===== src/rtl/lsu_defs_pkg.sv =====
// lsu_defs: shared encodings for the load/store unit.
//   - request size codes (SZ_*)
//   - FSM state type (lsu_state_e)
//   - req_illegal(): size/alignment legality of a request
package lsu_defs;

  localparam logic [1:0] SZ_BYTE    = 2'b00;
  localparam logic [1:0] SZ_HALF    = 2'b01;
  localparam logic [1:0] SZ_WORD    = 2'b10;
  localparam logic [1:0] SZ_ILLEGAL = 2'b11;

  typedef enum logic [1:0] {
    StIdle  = 2'b00,
    StRead  = 2'b01,
    StWrite = 2'b10,
    StResp  = 2'b11
  } lsu_state_e;

  // A request is rejected without touching memory when the size code is
  // reserved or the address is not naturally aligned for the size.
  function automatic logic req_illegal(input logic [1:0] size, input logic [1:0] offset);
    return (size == SZ_ILLEGAL) ||
           ((size == SZ_HALF) && offset[0]) ||
           ((size == SZ_WORD) && (offset != 2'b00));
  endfunction

endpackage


===== src/rtl/lsu_lane_align.sv =====
// lsu_lane_align: combinational byte-lane steering for the load/store unit.
// Lanes are little-endian (lane k = bits [8k+7:8k]).
//   i_size      : size code (SZ_BYTE / SZ_HALF / SZ_WORD)
//   i_signed    : sign-extend loaded byte/half when 1
//   i_offset    : byte address bits [1:0]
//   i_word      : aligned memory word
//   i_wdata     : low 16 bits of right-aligned store data
//   o_load_data : selected lane(s), extended to 32 bits
//   o_merged    : i_word with the store lane(s) replaced
module lsu_lane_align
  import lsu_defs::*;
(
  input  logic [1:0]  i_size,
  input  logic        i_signed,
  input  logic [1:0]  i_offset,
  input  logic [31:0] i_word,
  input  logic [15:0] i_wdata,
  output logic [31:0] o_load_data,
  output logic [31:0] o_merged
);

  logic [7:0]  w_byte;
  logic [15:0] w_half;

  always_comb begin
    w_byte      = i_word[{i_offset, 3'b000} +: 8];
    w_half      = i_word[{i_offset[1], 4'b0000} +: 16];
    o_load_data = i_word;
    o_merged    = i_word;
    case (i_size)
      SZ_BYTE: begin
        o_load_data = {{24{i_signed & w_byte[7]}}, w_byte};
        o_merged[{i_offset, 3'b000} +: 8] = i_wdata[7:0];
      end
      SZ_HALF: begin
        o_load_data = {{16{i_signed & w_half[15]}}, w_half};
        o_merged[{i_offset[1], 4'b0000} +: 16] = i_wdata;
      end
      default: ;
    endcase
  end

endmodule


===== src/rtl/load_store_unit.sv =====
// load_store_unit: initiator-side controller for a single-port data memory.
// Accepts one load/store at a time (req_* valid/ready), performs sub-word
// stores as read-modify-write, and returns results on resp_* valid/ready.
//   clk, rst_n      : clock, synchronous active-low reset
//   req_*           : request channel (write, size, signed, addr, wdata)
//   resp_*          : response channel (rdata, err)
//   address         : word-aligned memory address
//   write_data      : memory write data
//   memwrite/memread: memory strobes, never both high, gated by rst_n
//   read_data       : combinational memory read data
module load_store_unit
  import lsu_defs::*;
#(
  parameter int unsigned ADDR_W = 32,
  parameter int unsigned DATA_W = 32
) (
  input  logic              clk,
  input  logic              rst_n,
  input  logic              req_valid,
  output logic              req_ready,
  input  logic              req_write,
  input  logic [1:0]        req_size,
  input  logic              req_signed,
  input  logic [ADDR_W-1:0] req_addr,
  input  logic [DATA_W-1:0] req_wdata,
  output logic              resp_valid,
  input  logic              resp_ready,
  output logic [DATA_W-1:0] resp_rdata,
  output logic              resp_err,
  output logic [ADDR_W-1:0] address,
  output logic [DATA_W-1:0] write_data,
  output logic              memwrite,
  output logic              memread,
  input  logic [DATA_W-1:0] read_data
);

  lsu_state_e        r_state;
  lsu_state_e        w_state_next;
  logic              r_write;
  logic [1:0]        r_size;
  logic              r_signed;
  logic [ADDR_W-1:0] r_addr;
  // Holds req_wdata, then the merged word once a sub-word store has read.
  logic [DATA_W-1:0] r_wdata;
  logic [DATA_W-1:0] r_rdata;
  logic              r_err;

  logic              w_req_illegal;
  logic [DATA_W-1:0] w_load_data;
  logic [DATA_W-1:0] w_merged;

  assign w_req_illegal = req_illegal(req_size, req_addr[1:0]);

  lsu_lane_align u_lane_align (
    .i_size      (r_size),
    .i_signed    (r_signed),
    .i_offset    (r_addr[1:0]),
    .i_word      (read_data),
    .i_wdata     (r_wdata[15:0]),
    .o_load_data (w_load_data),
    .o_merged    (w_merged)
  );

  always_comb begin
    w_state_next = r_state;
    unique case (r_state)
      StIdle: begin
        if (req_valid) begin
          if (w_req_illegal) begin
            w_state_next = StResp;
          end else if (req_write && (req_size == SZ_WORD)) begin
            w_state_next = StWrite;
          end else begin
            w_state_next = StRead;
          end
        end
      end
      StRead:  w_state_next = r_write ? StWrite : StResp;
      StWrite: w_state_next = StResp;
      StResp:  w_state_next = resp_ready ? StIdle : StResp;
      default: w_state_next = StIdle;
    endcase
  end

  always_ff @(posedge clk) begin
    if (!rst_n) begin
      r_state  <= StIdle;
      r_write  <= 1'b0;
      r_size   <= SZ_BYTE;
      r_signed <= 1'b0;
      r_addr   <= '0;
      r_wdata  <= '0;
      r_rdata  <= '0;
      r_err    <= 1'b0;
    end else begin
      r_state <= w_state_next;
      case (r_state)
        StIdle: begin
          if (req_valid) begin
            r_write  <= req_write;
            r_size   <= req_size;
            r_signed <= req_signed;
            r_addr   <= req_addr;
            r_wdata  <= req_wdata;
            r_rdata  <= '0;
            r_err    <= w_req_illegal;
          end
        end
        StRead: begin
          if (r_write) begin
            r_wdata <= w_merged;
          end else begin
            r_rdata <= w_load_data;
          end
        end
        default: ;
      endcase
    end
  end

  always_comb begin
    req_ready  = (r_state == StIdle);
    resp_valid = (r_state == StResp);
    resp_err   = (r_state == StResp) && r_err;
    resp_rdata = r_rdata;
    address    = {r_addr[ADDR_W-1:2], 2'b00};
    write_data = r_wdata;
    // Strobes drop combinationally with reset so a reset edge never writes.
    memread    = rst_n && (r_state == StRead);
    memwrite   = rst_n && (r_state == StWrite);
  end

endmodule

===== config.mk =====
export PLATFORM = sky130hd
export DESIGN_NAME = load_store_unit
export DESIGN_NICKNAME = d
export VERILOG_FILES = /design/src/rtl/lsu_defs_pkg.sv /design/src/rtl/lsu_lane_align.sv /design/src/rtl/load_store_unit.sv
export SDC_FILE = /design/constraint.sdc
export NUM_CORES = 1
export LEC_CHECK = 0
export BUFFER_PORTS_ARGS = -buffer_cell sky130_fd_sc_hd__buf_2
export CORE_ASPECT_RATIO = 0.75
export CORE_MARGIN = 5
export CORE_UTILIZATION = 49
export DETAILED_ROUTE_END_ITERATION = 8
export PLACE_DENSITY_LB_ADDON = 0.15
export SYNTH_ARGS = -nofsm -noshare
export SYNTH_HDL_FRONTEND = slang
export SYNTH_SLANG_ARGS = --single-unit

===== constraint.sdc =====
create_clock -name clk -period 2.55 [get_ports clk]
set_input_delay 0.51 -clock clk [delete_from_list [all_inputs] [get_ports clk]]
set_output_delay 0.51 -clock clk [all_outputs]
set_load 0.02 [all_outputs]

==> summary.md, run 1 <==
| Metric | Value |
|---|---|
| Final WL | `18.4 mm` |
| Slew @ Worst Pin | `1110 ps` |
| ANT nets after route | `0` |
| Pin count of the biggest net entering global routing | `41` |
| Critical path launch point | `r_size[0]$_SDFFE_PN0P_` |
| Worst Setup Path Type | `flip-flop to flip-flop` |
| Post-CTS Repair Setup Buffers | `0` |
| H-tree depth | `3` |
| Met1 GRT Util | `0.403` |
| Mux cell area share after synthesis | `0.0338` |
| Final setup violation count | `0` |
| Die width | `130 um` |
| Internal Power | `0.00285 W` |
| Data arrival, critical path | `2480 ps` |
| FF+latch count, synth | `103` |
| Post-synthesis compound-gate area fraction | `0.284` |
| Post-CTS Hold Fix Bufs | `0` |
| Fin util | `0.618` |
| Seq/Total Area, Yosys | `0.389` |
| Hold Path Origin | `resp_ready` |
| Status | `completed` |
| Max cap viols | `0` |
| Multi-input logic area | `0.00273 mm2` |
| Reg-to-reg startpoint | `r_size[0]$_SDFFE_PN0P_` |
| Clk_skew | `8.91 ps` |
| Hold Slack | `378 ps` |
| CTS tree | `built` |
| Port Buffers | `202` |
| Die area | `0.0130 mm2` |
| Xor-xnor portion of the synthesized cell area | `0` |
| Post-synth EDFFs | `0` |
| Pwr Density | `662 mW/mm2` |
| Sw Ratio | `0.331` |
| Period minus WS final | `2210 ps` |
| Via count | `5,582` |
| DRC viols | `0` |
| Clock share of power | `0.328` |
| Final net count | `937` |
| Sequential cell area | `0.00206 mm2` |
| Switching Power | `0.00141 W` |
| Number of distinct library cells after synthesis | `54` |
| Ant diodes | `0` |
| Final Hold Viols | `0` |
| Period utilization | `0.866` |
| Worst Setup End Kind | `flip-flop` |
| Final slew viol count | `0` |
| GR Util met3 | `0.0798` |
| Via/cell ratio | `5.77` |
| Final Non-Filler Cells | `968` |
| Worst path top cell family by delay | `flip-flops` |
| Skew-Pair Late Insertion Delay | `350 ps` |
| Initial Utilization | `0.509` |
| Clock tree buffer depth | `2` |
| Total CTS buffers | `9` |
| Synth Cell Area | `0.00530 mm2` |
| Root buf cell | `clkbuf_16` |
| Peak supply drop | `0.000372 V` |
| Ratio of cells with drive above 1 in the final layout | `0.300` |
| Critical-path cell list | `inv_1 -> nand3_1 -> a21o_1 -> nand2_1 -> o21ai_0` |
| Largest family of logic cells by synthesized area | `compound AO/OA/AOI/OAI gates` |
| Total grt overflow | `0` |
| Post-Synth Simple-Gate Area | `0.185` |
| Synth Instances | `677` |
| RSZ-0062 raised after global routing | `no` |
| Worst setup SP type | `flip-flop` |
| 1st-iter DRT viols | `552` |
| Worst hold path class | `input port to flip-flop` |
| DP Wirelength | `14.0 mm` |
| Maximum fanout along the worst path | `24` |
| Slew headroom | `0.258` |
| FILL cells | `980` |
| Post-Synth Adder-Cell Area | `0.0118` |
| CP required | `2820 ps` |
| Core area | `0.0104 mm2` |
| Initial antenna violation count | `0` |
| Clock tree sinks | `103` |
| GR Util All Layers | `0.278` |
| I/O Pins | `205` |
| Post-Place Cells | `953` |
| Vias in the first global route | `5,351` |
| Die Ht | `100 um` |
| Yosys warning total | `0` |
| Gr busiest metal | `met2` |
| Leak pwr | `2.83 nW` |
| GRT met2 Usage | `0.405` |
| Post_cts resized | `0` |
| Max Clk Rate | `0.453 GHz` |
| Global-route wire length before repair | `28.5 mm` |
| Clock Pin Slew Worst Setup and Hold Paths | `70 ps` |
| First-pass DRT Iterations | `7` |
| Combinational Power Share | `0.239` |
| Critical-path top delay cell | `dfxtp_1` |
| # rows | `32` |
| Sequential Power Share | `0.433` |
| Routability cong. | `0.951` |
| Area Growth Syn to Fin | `21.4%` |
| CP bufs+invs | `1` |
| Syn Area/Cell | `7.82 um2` |
| Setup TNS | `0 ps` |
| CP max stage delay | `850 ps` |
| Dominant synthesized flop cell | `dfxtp_1` |
| Routed wire length per instance | `19.0 um` |
| Asr flop ratio synth | `0` |
-- registers in the layout, indices dropped and copies added, names as in the netlist --
signal      flops
r_addr         32
r_err           1
r_signed        1
r_size          2
r_state         2
r_write         1
resp_rdata     32
write_data     32
-- path summary, 6_finish.rpt --
| path | end | slack (ps) | depth (start not counted) |
|---|---|---|---|
| min | r_state[1]$_SDFFE_PN0P_ | 380 | 2 |
| max reg2reg | resp_rdata[24]$_SDFFE_PN0P_ | 340 | 5 |
| min reg2reg | resp_rdata[0]$_SDFFE_PN0P_ | 440 | 2 |
| max | resp_rdata[24]$_SDFFE_PN0P_ | 340 | 5 |
-- Yosys cell counts, types with 4 or more instances --
master    number  share of area
a21o_1         5         0.0071
a21oi_1       73          0.069
a221o_1       13          0.025
a221oi_1      10          0.017
a22oi_1        6         0.0085
a31oi_1        7         0.0083
a32o_1         9          0.017
buf_2         14          0.013
buf_4         40          0.057
clkbuf_1      23          0.016
dfxtp_1      103           0.39
ha_1           5          0.012
inv_1          4         0.0028
mux2i_1       10          0.019
nand2_1      166           0.12
nand2b_1      18          0.021
nor2_1        12         0.0085
nor2b_1        7         0.0083
nor3_1        12          0.011
o211ai_1       6         0.0085
o21ai_0       63          0.060
o21ai_1       11          0.010
o221ai_1       7          0.012
o22ai_1        9          0.011
-- power by group through the flow --
stage	Sequential, W	Combinational (W)	Clock (W)
6_report	0.00184	0.00102	0.00140
3_5_place_dp	0.00188	0.00100	0
4_1_cts	0.00184	0.00101	0.00142
2_1_floorplan	0.00192	0.000616	0
5_1_grt	0.00186	0.00111	0.00149
3_3_place_gp	0.00187	0.000988	0
-- metrics by stage --
| stage | power, W | setup WS (ps) | instance area, um2 |
|---|---|---|---|
| floorplan | 0.00254 | 348 | 5300 |
| CTS | 0.00427 | 342 | 6430 |
| global placement | 0.00286 | 353 | 6140 |
| detailed placement | 0.00288 | 327 | 6140 |
| finish | 0.00426 | 341 | 6430 |
| global route | 0.00446 | 109 | 6430 |
-- cell type report --
class,count,share of cell area
Sequential cell,103,0.321
Clock buffer,9,0.0350
Inverter,6,0.00350
Tap cell,136,0.0265
Clock inverter,6,0.0107
Timing Repair Buffer,220,0.178
Multi-Input combinational cell,488,0.425
-- cells by family (layout without fill, tap and decap cells) --
| kind of cell | Yosys count | in the layout |
|---|---|---|
| AO/OA/AOI/OAI | 238 | 238 |
| AND/OR/NAND/NOR | 229 | 229 |
| flip-flops | 103 | 103 |
| buffers and inverters | 87 | 241 |
| multiplexers | 14 | 14 |
| adder cells (fa/ha/maj) | 5 | 5 |
| other | 1 | 2 |
-- routing by layer --
metal  wire length [um]  share of wire  up-vias
met5                  0              0        -
met4                274          0.015        0
met3               1940           0.11       28
met2               7970           0.43      287
met1               8250           0.45     2598
li1                   -              -     2669
-- layout by cell type (no fill, tap or decap), drive strengths merged, types with 2 or more instances in the layout --
cell and instances:
a31oi 7, and2 3, o21ai 74, ha 5, mux2i 11, nand2b 18, a21oi 76, a221oi 10
conb 2, o221ai 7, a21o 5, a22oi 6, o22ai 9, mux4 2, a221o 13, o31ai 2
dfxtp 103, a31o 2, a32o 9, nand3 3, nor3 12, and3 2, a2111oi 2, o211ai 6
a41oi 3, buf 220, nor2b 7, nand2 167, clkbuf 9, inv 9, nor2 13
Note: power is estimated with default switching activity, not from simulation.
==> run 2: changes to the inputs <==
- BUFFER_PORTS_ARGS: -buffer_cell sky130_fd_sc_hd__buf_2 -> -buffer_cell sky130_fd_sc_hd__buf_4
- CORE_UTILIZATION: 49 -> 50
- clock period: 2.55 -> 2.6 ns (I/O delays scaled with it)
==> run 2 against run 1 <==
Critical path depth fell by 2. Flip-flop and latch count unchanged. Non-clock buffer count fell by 3. Via count rose by 1.9%. Critical endpoint is now memwrite.
==> summary.md, run 2 (synthesis gave the netlist of run 1 again) <==
| Metric | Value |
|---|---|
| Clk_skew | `7.46 ps (was 8.91 ps)` |
| R2r setup slk | `490 ps (was 340 ps)` |
| Final setup violation count | `0 (unchanged)` |
| Total grt overflow | `0 (unchanged)` |
| Hold Slack | `373 ps (was 378 ps)` |
| Worst setup SP type | `flip-flop (unchanged)` |
| Post-CTS Hold Fix Bufs | `0 (unchanged)` |
| Most frequent cells in the layout | `217 x buf_4, 166 x nand2_1, 102 x dfxtp_1 (was 202 x buf_2, 166 x nand2_1, 102 x dfxtp_1)` |
| Clock tree sinks | `103 (unchanged)` |
| CP required | `2080 ps (was 2820 ps)` |
| Status | `completed (unchanged)` |
| Post-CTS Repair Setup Buffers | `0 (unchanged)` |
| Die width | `129 um (was 130 um)` |
| ANT nets after route | `0 (unchanged)` |
| Initial antenna violation count | `1 (was 0)` |
| First-pass DRT Iterations | `5 (was 7)` |
| Period minus WS final | `2170 ps` |
| I/O Pins | `205 (unchanged)` |
| Core area | `0.0103 mm2 (was 0.0104 mm2)` |
| Final net count | `934 (was 937)` |
| Port Buffers | `202 (unchanged)` |
| Pwr Density | `619 mW/mm2 (was 662 mW/mm2)` |
| Maximum fanout along the worst path | `11 (was 24)` |
| Final WL | `19.1 mm (was 18.4 mm)` |
| Clock Pin Slew Worst Setup and Hold Paths | `60 ps (was 70 ps)` |
| Root buf cell | `clkbuf_16 (unchanged)` |
| Ratio of cells with drive above 1 in the final layout | `0.298 (was 0.300)` |
| # rows | `32 (unchanged)` |
| Reg-to-reg startpoint | `r_addr[1]$_SDFFE_PN0P_ (was r_size[0]$_SDFFE_PN0P_)` |
| Skew-Pair Late Insertion Delay | `350 ps (about the same)` |
| Max Clk Rate | `0.461 GHz` |
| Critical-path top delay cell | `dfxtp_1 (unchanged)` |
| Worst Setup Path Type | `flip-flop to primary output (was flip-flop to flip-flop)` |
| Final slew viol count | `0 (unchanged)` |
| CP bufs+invs | `2 (was 1)` |
| Initial Utilization | `0.513 (was 0.509)` |
| Critical path launch point | `r_state[1]$_SDFFE_PN0P_ (was r_size[0]$_SDFFE_PN0P_)` |
| Hold Path Origin | `resp_ready (unchanged)` |
| Routability cong. | `0.991 (was 0.951)` |
| Via/cell ratio | `5.89 (was 5.77)` |
| Period utilization | `0.833` |
| GR Util All Layers | `0.289 (was 0.278)` |
| Vias in the first global route | `5,280 (was 5,351)` |
| Total CTS buffers | `9 (unchanged)` |
| Worst path top cell family by delay | `flip-flops (unchanged)` |
| DRC viols | `0 (unchanged)` |
| Max cap viols | `0 (unchanged)` |
| Die Ht | `99.1 um (was 100 um)` |
| Worst hold path class | `input port to flip-flop (unchanged)` |
| Slew headroom | `0.246 (was 0.258)` |
| Most common cell after layout, fill and taps aside | `buf_4 (was buf_2)` |
| Routed wire length per instance | `19.8 um (was 19.0 um)` |
| DP Wirelength | `14.5 mm (was 14.0 mm)` |
| Global-route wire length before repair | `29.1 mm (was 28.5 mm)` |
| Leak pwr | `2.91 nW (was 2.83 nW)` |
| Die area | `0.0128 mm2 (was 0.0130 mm2)` |
| Worst Setup End Kind | `primary output (was flip-flop)` |
| Pin count of the biggest net entering global routing | `38 (was 41)` |
| Slew @ Worst Pin | `1130 ps (was 1110 ps)` |
| H-tree depth | `3 (unchanged)` |
| Clock tree buffer depth | `2 (unchanged)` |
| Via count | `5,687 (was 5,582)` |
| 1st-iter DRT viols | `601 (was 552)` |
| Critical-path cell list | `inv_1 -> nor3_1 -> buf_4 (was inv_1 -> nand3_1 -> a21o_1 -> nand2_1 -> o21ai_0)` |
| Ant diodes | `0 (unchanged)` |
| Area Growth Syn to Fin | `30.7% (was 21.4%)` |
| CTS tree | `built (unchanged)` |
| RSZ-0062 raised after global routing | `no (unchanged)` |
| CP max stage delay | `550 ps (was 850 ps)` |
| Post_cts resized | `0 (unchanged)` |
| Setup TNS | `0 ps (unchanged)` |
| Data arrival, critical path | `1650 ps (was 2480 ps)` |
| Final Hold Viols | `0 (unchanged)` |
| Peak supply drop | `0.000465 V (was 0.000372 V)` |
run 2: cell type report:
type / instances / area (um2)
Multi-Input combinational cell: 488 / 2730
Inverter: 6 / 22.5
Sequential cell: 103 / 2060
Fill cell: 893 / 3410
Clock buffer: 11 / 243
Timing Repair Buffer: 217 / 1630
Tap cell: 136 / 170
Clock inverter: 5 / 57.6
run 2: metrics by stage:
step           utilization  std cells  power (W)  setup WS (ps)  instance area (um2)
6_report             0.670        966    0.00428            433                 6920
3_3_place_gp         0.641        950    0.00291            588                 6620
3_5_place_dp         0.641        950    0.00293            510                 6620
5_1_grt              0.670        966    0.00447            329                 6920
2_1_floorplan            -        678    0.00249            398                 5300
4_1_cts              0.670        966    0.00428            470                 6920
run 2: where the power goes:
part / internal, W / switching (W)
sequential: 0.00170 / 0.000123
clock: 0.000773 / 0.000592
combinational: 0.000448 / 0.000652
total: 0.00292 / 0.00137
run 2: final timing paths:
check,endpoint,depth (start not counted)
worst min-delay path,r_state[1]$_SDFFE_PN0P_,2
worst max register to register,resp_rdata[21]$_SDFFE_PN0P_,6
worst max-delay path,memwrite,3
worst min register to register,resp_rdata[0]$_SDFFE_PN0P_,2
run 2: per-layer routing:
layer	global-route usage	share of wire	up-vias
met5	0	0.00037	-
met4	0.0904	0.028	2
met3	0.0907	0.12	58
met2	0.408	0.43	344
met1	0.418	0.42	2613
li1	-	-	2670
run 2: worst register-to-register path: stages, from the launching register on:
cell and delay, ps:
dfxtp_1 340, buf_4 420, mux2i_4 350, o21ai_0 110, a21o_1 220, nand2_1 350
o21ai_0 190
==> run 3: changes to the inputs <==
- CORE_UTILIZATION: 50 -> 49
- clock period: 2.6 -> 2.2 ns (I/O delays scaled with it)
==> run 3 against run 2 <==
Worst setup slack got worse by 350 ps. Clock skew down 1.5 ps. Sequential share of layout area shrank 0.50 points. Global-route usage fell by 0.48 points. Non-clock buffer count rose by 12. Critical path depth did not move. Critical path type unchanged. Routed wire length decreased by 1.3%. Total power rose by 20%. Clock power rose by 20%. Design area up 1.8%.
==> summary.md, run 3 (synthesis gave the netlist of run 1 again) <==
| Metric | Value |
|---|---|
| Status | `completed (unchanged)` |
| Maximum fanout along the worst path | `11 (unchanged)` |
| Ant diodes | `0 (unchanged)` |
| Port Buffers | `202 (unchanged)` |
| Slew @ Worst Pin | `663 ps (was 1130 ps)` |
| DP Wirelength | `14.4 mm (was 14.5 mm)` |
| H-tree depth | `3 (unchanged)` |
| Critical-path cell list | `nand2b_1 -> nor2_1 -> buf_4 (was inv_1 -> nor3_1 -> buf_4)` |
| Worst Setup Path Type | `flip-flop to primary output (unchanged)` |
| Pwr Density | `728 mW/mm2 (was 619 mW/mm2)` |
| ANT nets after route | `0 (unchanged)` |
| FILL cells | `911 (was 893)` |
| Max cap viols | `0 (unchanged)` |
| Routability cong. | `0.970 (was 0.991)` |
| Pre-CTS worst setup slack | `312 ps (was 510 ps)` |
| DRC viols | `0 (unchanged)` |
| Root buf cell | `clkbuf_16 (unchanged)` |
| Data arrival, critical path | `1680 ps (was 1650 ps)` |
| Via count | `5,676 (was 5,687)` |
| Pin count of the biggest net entering global routing | `39 (was 38)` |
| Fin worst setup slack | `80.6 ps (was 433 ps)` |
| Period minus WS final | `2120 ps` |
| Global-route wire length before repair | `29.1 mm (about the same)` |
| Most common cell after layout, fill and taps aside | `buf_4 (unchanged)` |
| CTS tree | `built (unchanged)` |
| Worst hold path class | `input port to flip-flop (unchanged)` |
| WHS Path Cells | `2 (unchanged)` |
| Ratio of cells with drive above 1 in the final layout | `0.309 (was 0.298)` |
| Final slew viol count | `0 (unchanged)` |
| Post-CTS Repair Setup Buffers | `0 (unchanged)` |
| Clk_skew | `5.94 ps (was 7.46 ps)` |
| Total grt overflow | `0 (unchanged)` |
| Core area | `0.0104 mm2 (was 0.0103 mm2)` |
| Area Growth Syn to Fin | `33.0% (was 30.7%)` |
| Via/cell ratio | `5.80 (was 5.89)` |
| Clock tree sinks | `103 (unchanged)` |
| RSZ-0062 raised after global routing | `no (unchanged)` |
| I/O Pins | `205 (unchanged)` |
| Die width | `130 um (was 129 um)` |
| First-pass DRT Iterations | `7 (was 5)` |
| Skew-Pair Late Insertion Delay | `350 ps (about the same)` |
| Initial antenna violation count | `0 (was 1)` |
| Vias in the first global route | `5,354 (was 5,280)` |
| Final WL | `18.8 mm (was 19.1 mm)` |
| Final net count | `946 (was 934)` |
| CP required | `1760 ps (was 2080 ps)` |
| Leak pwr | `2.98 nW (was 2.91 nW)` |
| Clock tree buffer depth | `2 (unchanged)` |
| Die Ht | `100 um (was 99.1 um)` |
| Most frequent cells in the layout | `227 x buf_4, 166 x nand2_1, 101 x dfxtp_1 (was 217 x buf_4, 166 x nand2_1, 102 x dfxtp_1)` |
| CP max stage delay | `420 ps (was 550 ps)` |
| Critical-path top delay cell | `dfxtp_1 (unchanged)` |
| Total CTS buffers | `9 (unchanged)` |
| Reg2reg path depth | `6 (unchanged)` |
| Routed wire length per instance | `19.3 um (was 19.8 um)` |
| GR Util All Layers | `0.284 (was 0.289)` |
| Initial Utilization | `0.509 (was 0.513)` |
| Worst Setup End Kind | `primary output (unchanged)` |
| # rows | `32 (unchanged)` |
| Max Clk Rate | `0.472 GHz` |
| Setup TNS | `0 ps (unchanged)` |
| Worst setup SP type | `flip-flop (unchanged)` |
| Post-CTS Hold Fix Bufs | `0 (unchanged)` |
| Die area | `0.0130 mm2 (was 0.0128 mm2)` |
| Hold Slack | `295 ps (was 373 ps)` |
| Final Hold Viols | `0 (unchanged)` |
| Final setup violation count | `0 (unchanged)` |
| 1st-iter DRT viols | `572 (was 601)` |
| Clock Pin Slew Worst Setup and Hold Paths | `70 ps (was 60 ps)` |
| Peak supply drop | `0.000397 V (was 0.000465 V)` |
| Slew headroom | `0.558 (was 0.246)` |
| Period utilization | `0.963` |
==> run 3: cell types whose count changed in the layout (fill, tap and decap cells not counted), sizes merged <==
cell	change
buf	+12
clkinv	-3
clkinvlp	+1
inv	+2
==> run 3: final timing paths <==
kind | from | end | slack [ps]
max | r_state[1]$_SDFFE_PN0P_ | memread | 80
min | resp_ready | r_state[1]$_SDFFE_PN0P_ | 290
max reg2reg | r_addr[1]$_SDFFE_PN0P_ | resp_rdata[14]$_SDFFE_PN0P_ | 270
min reg2reg | resp_rdata[0]$_SDFFE_PN0P_ | resp_rdata[0]$_SDFFE_PN0P_ | 450
==> run 3: worst max-delay path, delay by kind of cell (launching register included) <==
family,cells,cell delay [ps]
buffers and inverters,1,210
AND/OR/NAND/NOR,2,710
flip-flops,1,420
==> run 3: final cells by class <==
class / instances / area, um2 / share of cell area
Clock buffer: 11 / 243 / 0.0345
Clock inverter: 5 / 63.8 / 0.00906
Inverter: 6 / 22.5 / 0.00320
Multi-Input combinational cell: 488 / 2730 / 0.388
Sequential cell: 103 / 2060 / 0.293
Tap cell: 136 / 170 / 0.0242
Timing Repair Buffer: 229 / 1740 / 0.248
==> run 3: repair_timing <==
action / in CTS / in global routing
resized for setup: 0 / 1
endpoints found under the setup margin: 0 / 1
hold endpoints to repair: 0 / 0
==> run 3: layer usage <==
metal	track usage	up-vias	wire length, um
met3	0.0686	25	2100
li1	-	2698	-
met5	0	-	0
met2	0.426	294	8330
met1	0.413	2659	8170
met4	0.0623	0	242
==> run 3: per-stage QoR <==
stage	cell area, um2	util	total power, W	std cells
2_1_floorplan	5300	-	0.00294	678
3_3_place_gp	6730	0.647	0.00348	962
3_5_place_dp	6730	0.647	0.00350	962
4_1_cts	7040	0.676	0.00513	978
5_1_grt	7040	0.676	0.00536	978
6_report	7040	0.676	0.00512	978
==> run 3: power by group <==
part | switching (W) | internal, W | leakage, nW
Sequential | 0.000136 | 0.00200 | 0.841
Clock | 0.000719 | 0.000924 | 0.147
Combinational | 0.000780 | 0.000558 | 1.99
Total | 0.00164 | 0.00349 | 2.98
